**config.mk**
```make
export PLATFORM = sky130hd
export DESIGN_NAME = load_store_unit_flat
export DESIGN_NICKNAME = d
export VERILOG_FILES = /design/src/rtl/load_store_unit_if.sv /design/src/rtl/load_store_unit.sv /design/src/flat_wrapper.sv
export SDC_FILE = /design/constraint.sdc
export NUM_CORES = 1
export LEC_CHECK = 0
export CORE_MARGIN = 2
export CORE_UTILIZATION = 45
export DETAILED_ROUTE_END_ITERATION = 7
export GPL_TIMING_DRIVEN = 0
export PLACE_DENSITY = 0.86
export SLEW_MARGIN = 25
export SYNTH_ARGS = -nofsm -noshare
export SYNTH_HDL_FRONTEND = slang
export SYNTH_SLANG_ARGS = --single-unit
```
**constraint.sdc**
```tcl
create_clock -name clk -period 3.5 [get_ports clk]
set_input_delay 0.7 -clock clk [delete_from_list [all_inputs] [get_ports clk]]
set_output_delay 0.7 -clock clk [all_outputs]
set_load 0.01 [all_outputs]
```
**src/rtl/load_store_unit_if.sv**
```systemverilog
// Bundles the request, response and data-memory signals of the load/store unit.
// The slave modport is the unit itself; the master modport is the surrounding
// environment (execute stage, response consumer and data memory).
interface load_store_unit_if #(
    parameter int ADDR_W = 64
);
    logic              req_valid;
    logic              req_ready;
    logic              req_we;
    logic [1:0]        req_size;
    logic              req_unsigned;
    logic [ADDR_W-1:0] req_addr;
    logic [31:0]       req_wdata;

    logic              resp_valid;
    logic              resp_ready;
    logic [31:0]       resp_rdata;
    logic              resp_err;

    logic [ADDR_W-1:0] mem_address;
    logic              mem_read;
    logic              mem_write;
    logic [31:0]       mem_write_data;
    logic [31:0]       mem_read_data;

    modport slave (
        input  req_valid, req_we, req_size, req_unsigned, req_addr, req_wdata,
        input  resp_ready, mem_read_data,
        output req_ready, resp_valid, resp_rdata, resp_err,
        output mem_address, mem_read, mem_write, mem_write_data
    );

    modport master (
        output req_valid, req_we, req_size, req_unsigned, req_addr, req_wdata,
        output resp_ready, mem_read_data,
        input  req_ready, resp_valid, resp_rdata, resp_err,
        input  mem_address, mem_read, mem_write, mem_write_data
    );
endinterface

```
**src/rtl/load_store_unit.sv**
```systemverilog
// Load/store unit: accepts byte/half/word requests, translates byte addresses to
// word indices, extracts and extends load lanes, and performs read-modify-write
// for sub-word stores. One request is in flight at a time.
module load_store_unit #(
    parameter int ADDR_W = 64,
    parameter int DATA_W = 32
) (
    input logic              clk,
    input logic              reset_n,
    load_store_unit_if.slave bus
);
    typedef enum logic [2:0] {
        IDLE,
        RD,
        CAP,
        WR,
        RESP
    } state_t;

    state_t state_q, state_d;

    logic              we_q;
    logic              unsigned_q;
    logic [1:0]        size_q;
    logic [1:0]        lane_q;
    logic [DATA_W-1:0] wdata_q;

    logic              accept;
    logic              req_err;
    logic [DATA_W-1:0] load_value;
    logic [DATA_W-1:0] merged_word;

    assign accept  = (state_q == IDLE) && bus.req_valid;
    assign req_err = (bus.req_size == 2'b11)
                   || ((bus.req_size == 2'b01) && bus.req_addr[0])
                   || ((bus.req_size == 2'b10) && (bus.req_addr[1:0] != 2'b00));

    // Strobes and handshake flags decode straight from the state, so reset clears them at once.
    assign bus.req_ready  = (state_q == IDLE);
    assign bus.resp_valid = (state_q == RESP);
    assign bus.mem_read   = (state_q == RD) || (state_q == CAP);
    assign bus.mem_write  = (state_q == WR);

    // State register.
    always_ff @(posedge clk or negedge reset_n) begin
        if (!reset_n) begin
            state_q <= IDLE;
        end else begin
            state_q <= state_d;
        end
    end

    // Next-state selection: errors skip memory, word stores skip the read, sub-word stores read first.
    always_comb begin
        state_d = state_q;
        case (state_q)
            IDLE: begin
                if (accept) begin
                    if (req_err) begin
                        state_d = RESP;
                    end else if (bus.req_we && (bus.req_size == 2'b10)) begin
                        state_d = WR;
                    end else begin
                        state_d = RD;
                    end
                end
            end
            RD:      state_d = CAP;
            CAP:     state_d = we_q ? WR : RESP;
            WR:      state_d = RESP;
            RESP:    state_d = bus.resp_ready ? IDLE : RESP;
            default: state_d = IDLE;
        endcase
    end

    // Lane extraction/extension for loads and lane merge for sub-word stores, little-endian.
    always_comb begin
        load_value  = '0;
        merged_word = bus.mem_read_data;
        case (size_q)
            2'b00: begin
                load_value[7:0] = bus.mem_read_data[{lane_q, 3'b000} +: 8];
                if (!unsigned_q) begin
                    load_value[DATA_W-1:8] = {(DATA_W-8){load_value[7]}};
                end
                merged_word[{lane_q, 3'b000} +: 8] = wdata_q[7:0];
            end
            2'b01: begin
                load_value[15:0] = bus.mem_read_data[{lane_q[1], 4'b0000} +: 16];
                if (!unsigned_q) begin
                    load_value[DATA_W-1:16] = {(DATA_W-16){load_value[15]}};
                end
                merged_word[{lane_q[1], 4'b0000} +: 16] = wdata_q[15:0];
            end
            default: begin
                load_value = bus.mem_read_data;
            end
        endcase
    end

    // Request latching, memory address/data registers and response registers.
    always_ff @(posedge clk or negedge reset_n) begin
        if (!reset_n) begin
            we_q               <= 1'b0;
            unsigned_q         <= 1'b0;
            size_q             <= 2'b00;
            lane_q             <= 2'b00;
            wdata_q            <= '0;
            bus.mem_address    <= '0;
            bus.mem_write_data <= '0;
            bus.resp_rdata     <= '0;
            bus.resp_err       <= 1'b0;
        end else begin
            case (state_q)
                IDLE: begin
                    if (accept) begin
                        we_q       <= bus.req_we;
                        unsigned_q <= bus.req_unsigned;
                        size_q     <= bus.req_size;
                        lane_q     <= bus.req_addr[1:0];
                        wdata_q    <= bus.req_wdata;
                        if (req_err) begin
                            bus.resp_err <= 1'b1;
                        end else begin
                            bus.mem_address <= {2'b00, bus.req_addr[ADDR_W-1:2]};
                            if (bus.req_we && (bus.req_size == 2'b10)) begin
                                bus.mem_write_data <= bus.req_wdata;
                            end
                        end
                    end
                end
                CAP: begin
                    if (we_q) begin
                        bus.mem_write_data <= merged_word;
                    end else begin
                        bus.resp_rdata <= load_value;
                    end
                end
                RESP: begin
                    if (bus.resp_ready) begin
                        bus.resp_rdata <= '0;
                        bus.resp_err   <= 1'b0;
                    end
                end
                default: begin
                end
            endcase
        end
    end
endmodule
```
**src/flat_wrapper.sv**
```systemverilog
// flat-port wrapper written by rule: the top's interface ports become plain ports
module load_store_unit_flat 
#(
    parameter int ADDR_W = 64,
    parameter int DATA_W = 32
)
  (clk, reset_n, bus_req_valid, bus_req_we, bus_req_size, bus_req_unsigned, bus_req_addr, bus_req_wdata, bus_resp_ready, bus_mem_read_data, bus_req_ready, bus_resp_valid, bus_resp_rdata, bus_resp_err, bus_mem_address, bus_mem_read, bus_mem_write, bus_mem_write_data);
  load_store_unit_if #(.ADDR_W(ADDR_W)) bus_i ();
  input logic clk;
  input logic reset_n;
  input wire logic [$bits(bus_i.req_valid)-1:0] bus_req_valid;
  input wire logic [$bits(bus_i.req_we)-1:0] bus_req_we;
  input wire logic [$bits(bus_i.req_size)-1:0] bus_req_size;
  input wire logic [$bits(bus_i.req_unsigned)-1:0] bus_req_unsigned;
  input wire logic [$bits(bus_i.req_addr)-1:0] bus_req_addr;
  input wire logic [$bits(bus_i.req_wdata)-1:0] bus_req_wdata;
  input wire logic [$bits(bus_i.resp_ready)-1:0] bus_resp_ready;
  input wire logic [$bits(bus_i.mem_read_data)-1:0] bus_mem_read_data;
  output wire logic [$bits(bus_i.req_ready)-1:0] bus_req_ready;
  output wire logic [$bits(bus_i.resp_valid)-1:0] bus_resp_valid;
  output wire logic [$bits(bus_i.resp_rdata)-1:0] bus_resp_rdata;
  output wire logic [$bits(bus_i.resp_err)-1:0] bus_resp_err;
  output wire logic [$bits(bus_i.mem_address)-1:0] bus_mem_address;
  output wire logic [$bits(bus_i.mem_read)-1:0] bus_mem_read;
  output wire logic [$bits(bus_i.mem_write)-1:0] bus_mem_write;
  output wire logic [$bits(bus_i.mem_write_data)-1:0] bus_mem_write_data;
  assign bus_i.req_valid = bus_req_valid;
  assign bus_i.req_we = bus_req_we;
  assign bus_i.req_size = bus_req_size;
  assign bus_i.req_unsigned = bus_req_unsigned;
  assign bus_i.req_addr = bus_req_addr;
  assign bus_i.req_wdata = bus_req_wdata;
  assign bus_i.resp_ready = bus_resp_ready;
  assign bus_i.mem_read_data = bus_mem_read_data;
  assign bus_req_ready = bus_i.req_ready;
  assign bus_resp_valid = bus_i.resp_valid;
  assign bus_resp_rdata = bus_i.resp_rdata;
  assign bus_resp_err = bus_i.resp_err;
  assign bus_mem_address = bus_i.mem_address;
  assign bus_mem_read = bus_i.mem_read;
  assign bus_mem_write = bus_i.mem_write;
  assign bus_mem_write_data = bus_i.mem_write_data;
  load_store_unit #(.ADDR_W(ADDR_W), .DATA_W(DATA_W)) u_core (.clk(clk), .reset_n(reset_n), .bus(bus_i));
endmodule
```
==> flow_summary.json <==
{
  "max_stage_delay_ns": 0.52,
  "whs_ns": 0.195,
  "routedWlPerCell_um": 22.7,
  "die_area_mm2": 0.0194,
  "worst_slew_pin_slew_ns": 0.822,
  "yosys_warnings": 0,
  "core_mm2": 0.0180,
  "relSlewSlack_pct": 45.0,
  "cap_viol_max_count": 0,
  "timing.rr.start": "u_core.lane_q[1]$_DFFE_PN0P_",
  "antenna_found_initial": 0,
  "drc": 0,
  "gp_congestion": 1.01,
  "avgSynthCellArea_um2": 10.5,
  "setup_ws_ns": 0.225,
  "post_cts_buffers": 0,
  "antenna_left": 0,
  "grt_pass1_wl_um": 45800,
  "seqPwrFrac_pct": 29.4,
  "yosysTopAreaCell": "dfrtp_1",
  "ys_seq_elements": 152,
  "synthTopCellsByArea": "dfrtp_1 (46%), mux2_2 (11%), o21ai_0 (4.0%)",
  "postCtsHoldBufs": 0,
  "ioPinCount": 269,
  "h-tree-depth": 4,
  "grt-ovfl-total": 0,
  "avgViaCountPerCell": 5.87,
  "crit_required_ns": 3.80,
  "startpoint": "u_core.lane_q[1]$_DFFE_PN0P_",
  "start_util_pct": 45.8,
  "p_int_mw": 6.36,
  "dpl.hpwl_um": 22600,
  "drive_gt1_share_pct": 14.8,
  "vias": 7735,
  "io_buffers": 266,
  "pwr-share-clk_pct": 18.4,
  "final_max_slew_viol_count": 0,
  "cellPowerDensity_mw_per_mm2": 886,
  "cpMostUsedCell": "clkbuf_1",
  "syn-cell-area_mm2": 0.00823,
  "wl_um": 29800,
  "ctsResizeCount": 0,
  "cp-end-kind": "register",
  "die_x_um": 139,
  "cp-start-kind": "register",
  "path_buf_inv": 4,
  "clockBufferDepth": 2,
  "post-route-min-period_ns": 3.27,
  "clk_pin_slew_ns": 0.06,
  "arrival_ns": 3.57,
  "diodes": 0,
  "synth_top_area_share_pct": 46.2,
  "chipHeight_um": 139,
  "switching_share_pct": 39.4,
  "nNetsFinal": 1216,
  "synth_edf_count": 0,
  "cts_sinks": 152,
  "p_leak_nw": 4.78,
  "clockRootBuffer": "clkbuf_16",
  "rsz0062_at_grt": "false",
  "hold_violations": 0,
  "syn_inst": 787,
  "ys_seq_area_share_pct": 46.2,
  "async_flop_share_pct": 100,
  "netSwitchingPower_mw": 4.13,
  "grt_usage_pct": 30.8,
  "crit_fanout": 10,
  "status": "complete, no violations",
  "clkLatencyLatePin_ns": 0.43,
  "drt_first_pass_iters": 6,
  "peakVddDrop_mv": 0.502,
  "grt_max_degree": 83,
  "hold_class": "primary input to async pin",
  "criticalPathCategory": "register to register",
  "max_freq_mhz": 305,
  "crit_path_top_delay_cell": "clkbuf_1",
  "tritoncts": "yes",
  "setup_violations": 0,
  "drt_iter0_markers": 626,
  "critPathTopFamily": "buffers and inverters",
  "power_mw": 10.5,
  "rows": 49,
  "syn_to_final_growth_pct": 43.9,
  "cts_inserted_buffers": 17,
  "skew_ns": 0.00958,
  "pwr-share-comb_pct": 52.1,
  "synth_cell_types": 62,
  "finalCritPeriodShare_pct": 93.6,
  "dp_slack_ns": 0.378,
  "first_global_vias": 7760,
  "ys.flop_type": "dfrtp_1",
  "path_cells": "buf_2, clkbuf_1, inv_1, ha_1, and2_1, clkbuf_1, a311o_1, a221oi_1, o21ai_0"
}
-- synth_stat cells (4+ instances only) --
master / count
a2111oi_0: 5
a21oi_1: 40
a221o_1: 18
a221oi_1: 4
a22o_1: 21
a31oi_1: 24
and2_1: 8
and3b_1: 15
buf_2: 14
clkbuf_1: 48
dfrtp_1: 152
ha_1: 5
inv_1: 7
mux2_2: 83
mux2i_1: 8
mux4_2: 8
nand2_1: 38
nand2b_1: 9
nor2_1: 56
nor2b_1: 52
nor3_1: 4
nor3b_1: 6
o211ai_1: 20
o21ai_0: 66
o221ai_1: 5
o22a_1: 5
o22ai_1: 6
o31ai_1: 4
or3b_2: 6
or4bb_1: 5
-- sequential cells by signal, indices dropped and copies added, names as in the netlist --
register                   cells
u_core.unsigned_q              1
u_core.we_q                    1
u_core.size_q                  2
u_core.state_q                 3
u_core.bus.resp_rdata         32
u_core.lane_q                  2
u_core.bus.mem_address        62
u_core.wdata_q                16
u_core.bus.resp_err            1
u_core.bus.mem_write_data     32
-- area by class of cell --
cell class | instances | area [µm²]
plain buffers | 70 | 310
multi-input cells | 558 | 4090
repair buffers | 268 | 2700
fillers | 1403 | 6120
inverters | 8 | 30.0
clock buffers | 18 | 439
flip-flops and latches | 152 | 3800
well taps | 229 | 287
clock inverters | 14 | 179
-- cells by family after synthesis --
family	count (synthesis)	synth area share (%)
AOI/OAI and AO/OA	236	19.2
xor gates and xnor gates	1	0.106
adders and majority gates	5	0.760
buffers and inverters	78	4.13
DFF	152	46.2
muxes	99	14.5
other	1	0.0456
and+or+nand+nor	215	15.0
-- worst register-to-register path, cell delays in order (launching register included) --
cell and delay (ns):
dfrtp_1 0.37, buf_2 0.24, clkbuf_1 0.52, inv_1 0.26, ha_1 0.47, and2_1 0.21
clkbuf_1 0.26, a311o_1 0.38, a221oi_1 0.27, o21ai_0 0.16
-- power by group through the flow --
stage          Combinational, mW  Sequential, mW  Clock [mW]
6_report                    5.47            3.09        1.93
5_1_grt                     5.83            3.17        2.04
4_1_cts                     5.44            3.08        1.96
3_5_place_dp                5.40            3.09           0
3_3_place_gp                5.32            3.05           0
2_1_floorplan               2.59            3.29           0
-- stage by stage --
stage / cell area, µm² / util, % / TNS (ns) / cells
2_1_floorplan: 8230 / - / 0 / 788
3_3_place_gp: 11200 / 62.3 / -658.35 / 1283
3_5_place_dp: 11200 / 62.5 / 0 / 1285
4_1_cts: 11800 / 65.9 / 0 / 1317
5_1_grt: 11800 / 65.9 / 0 / 1317
6_report: 11800 / 65.9 / 0 / 1317
-- cells in the final DEF (no fill, tap or decap), types with 24 or more instances in the layout --
cell type and n:
a31oi_1 24, clkdlybuf4s50_1 265, dfrtp_1 152, mux2_2 83
clkbuf_1 48, nor2_1 56, nor2b_1 52, a21oi_1 40
nand2_1 38, o21ai_0 66
-- path summary, 6_finish.rpt --
check / slack [ns] / depth (start not counted) / end
worst max-delay path: 0.23 / 9 / u_core.bus.mem_write_data[9]$_DFFE_PN0P_
worst min-delay path: 0.20 / 1 / u_core.bus.mem_write_data[18]$_DFFE_PN0P_
worst max register to register: 0.23 / 9 / u_core.bus.mem_write_data[9]$_DFFE_PN0P_
worst min register to register: 0.48 / 2 / u_core.bus.resp_rdata[6]$_DFFE_PN0P_
max in group asynchronous: 2.51 / 2 / u_core.bus.mem_address[60]$_DFFE_PN0P_
min in group clk: 0.48 / 2 / u_core.bus.resp_rdata[6]$_DFFE_PN0P_
-- routing by layer --
| layer | vias up | GRT usage, % | routed length (µm) |
|---|---|---|---|
| met5 | - | 0 | 0 |
| met4 | 0 | 14.1 | 1340 |
| met3 | 96 | 5.85 | 2300 |
| met2 | 430 | 53.0 | 14800 |
| met1 | 3725 | 37.4 | 11400 |
| li1 | 3484 | - | - |
Note: power is estimated with default switching activity, not from simulation.
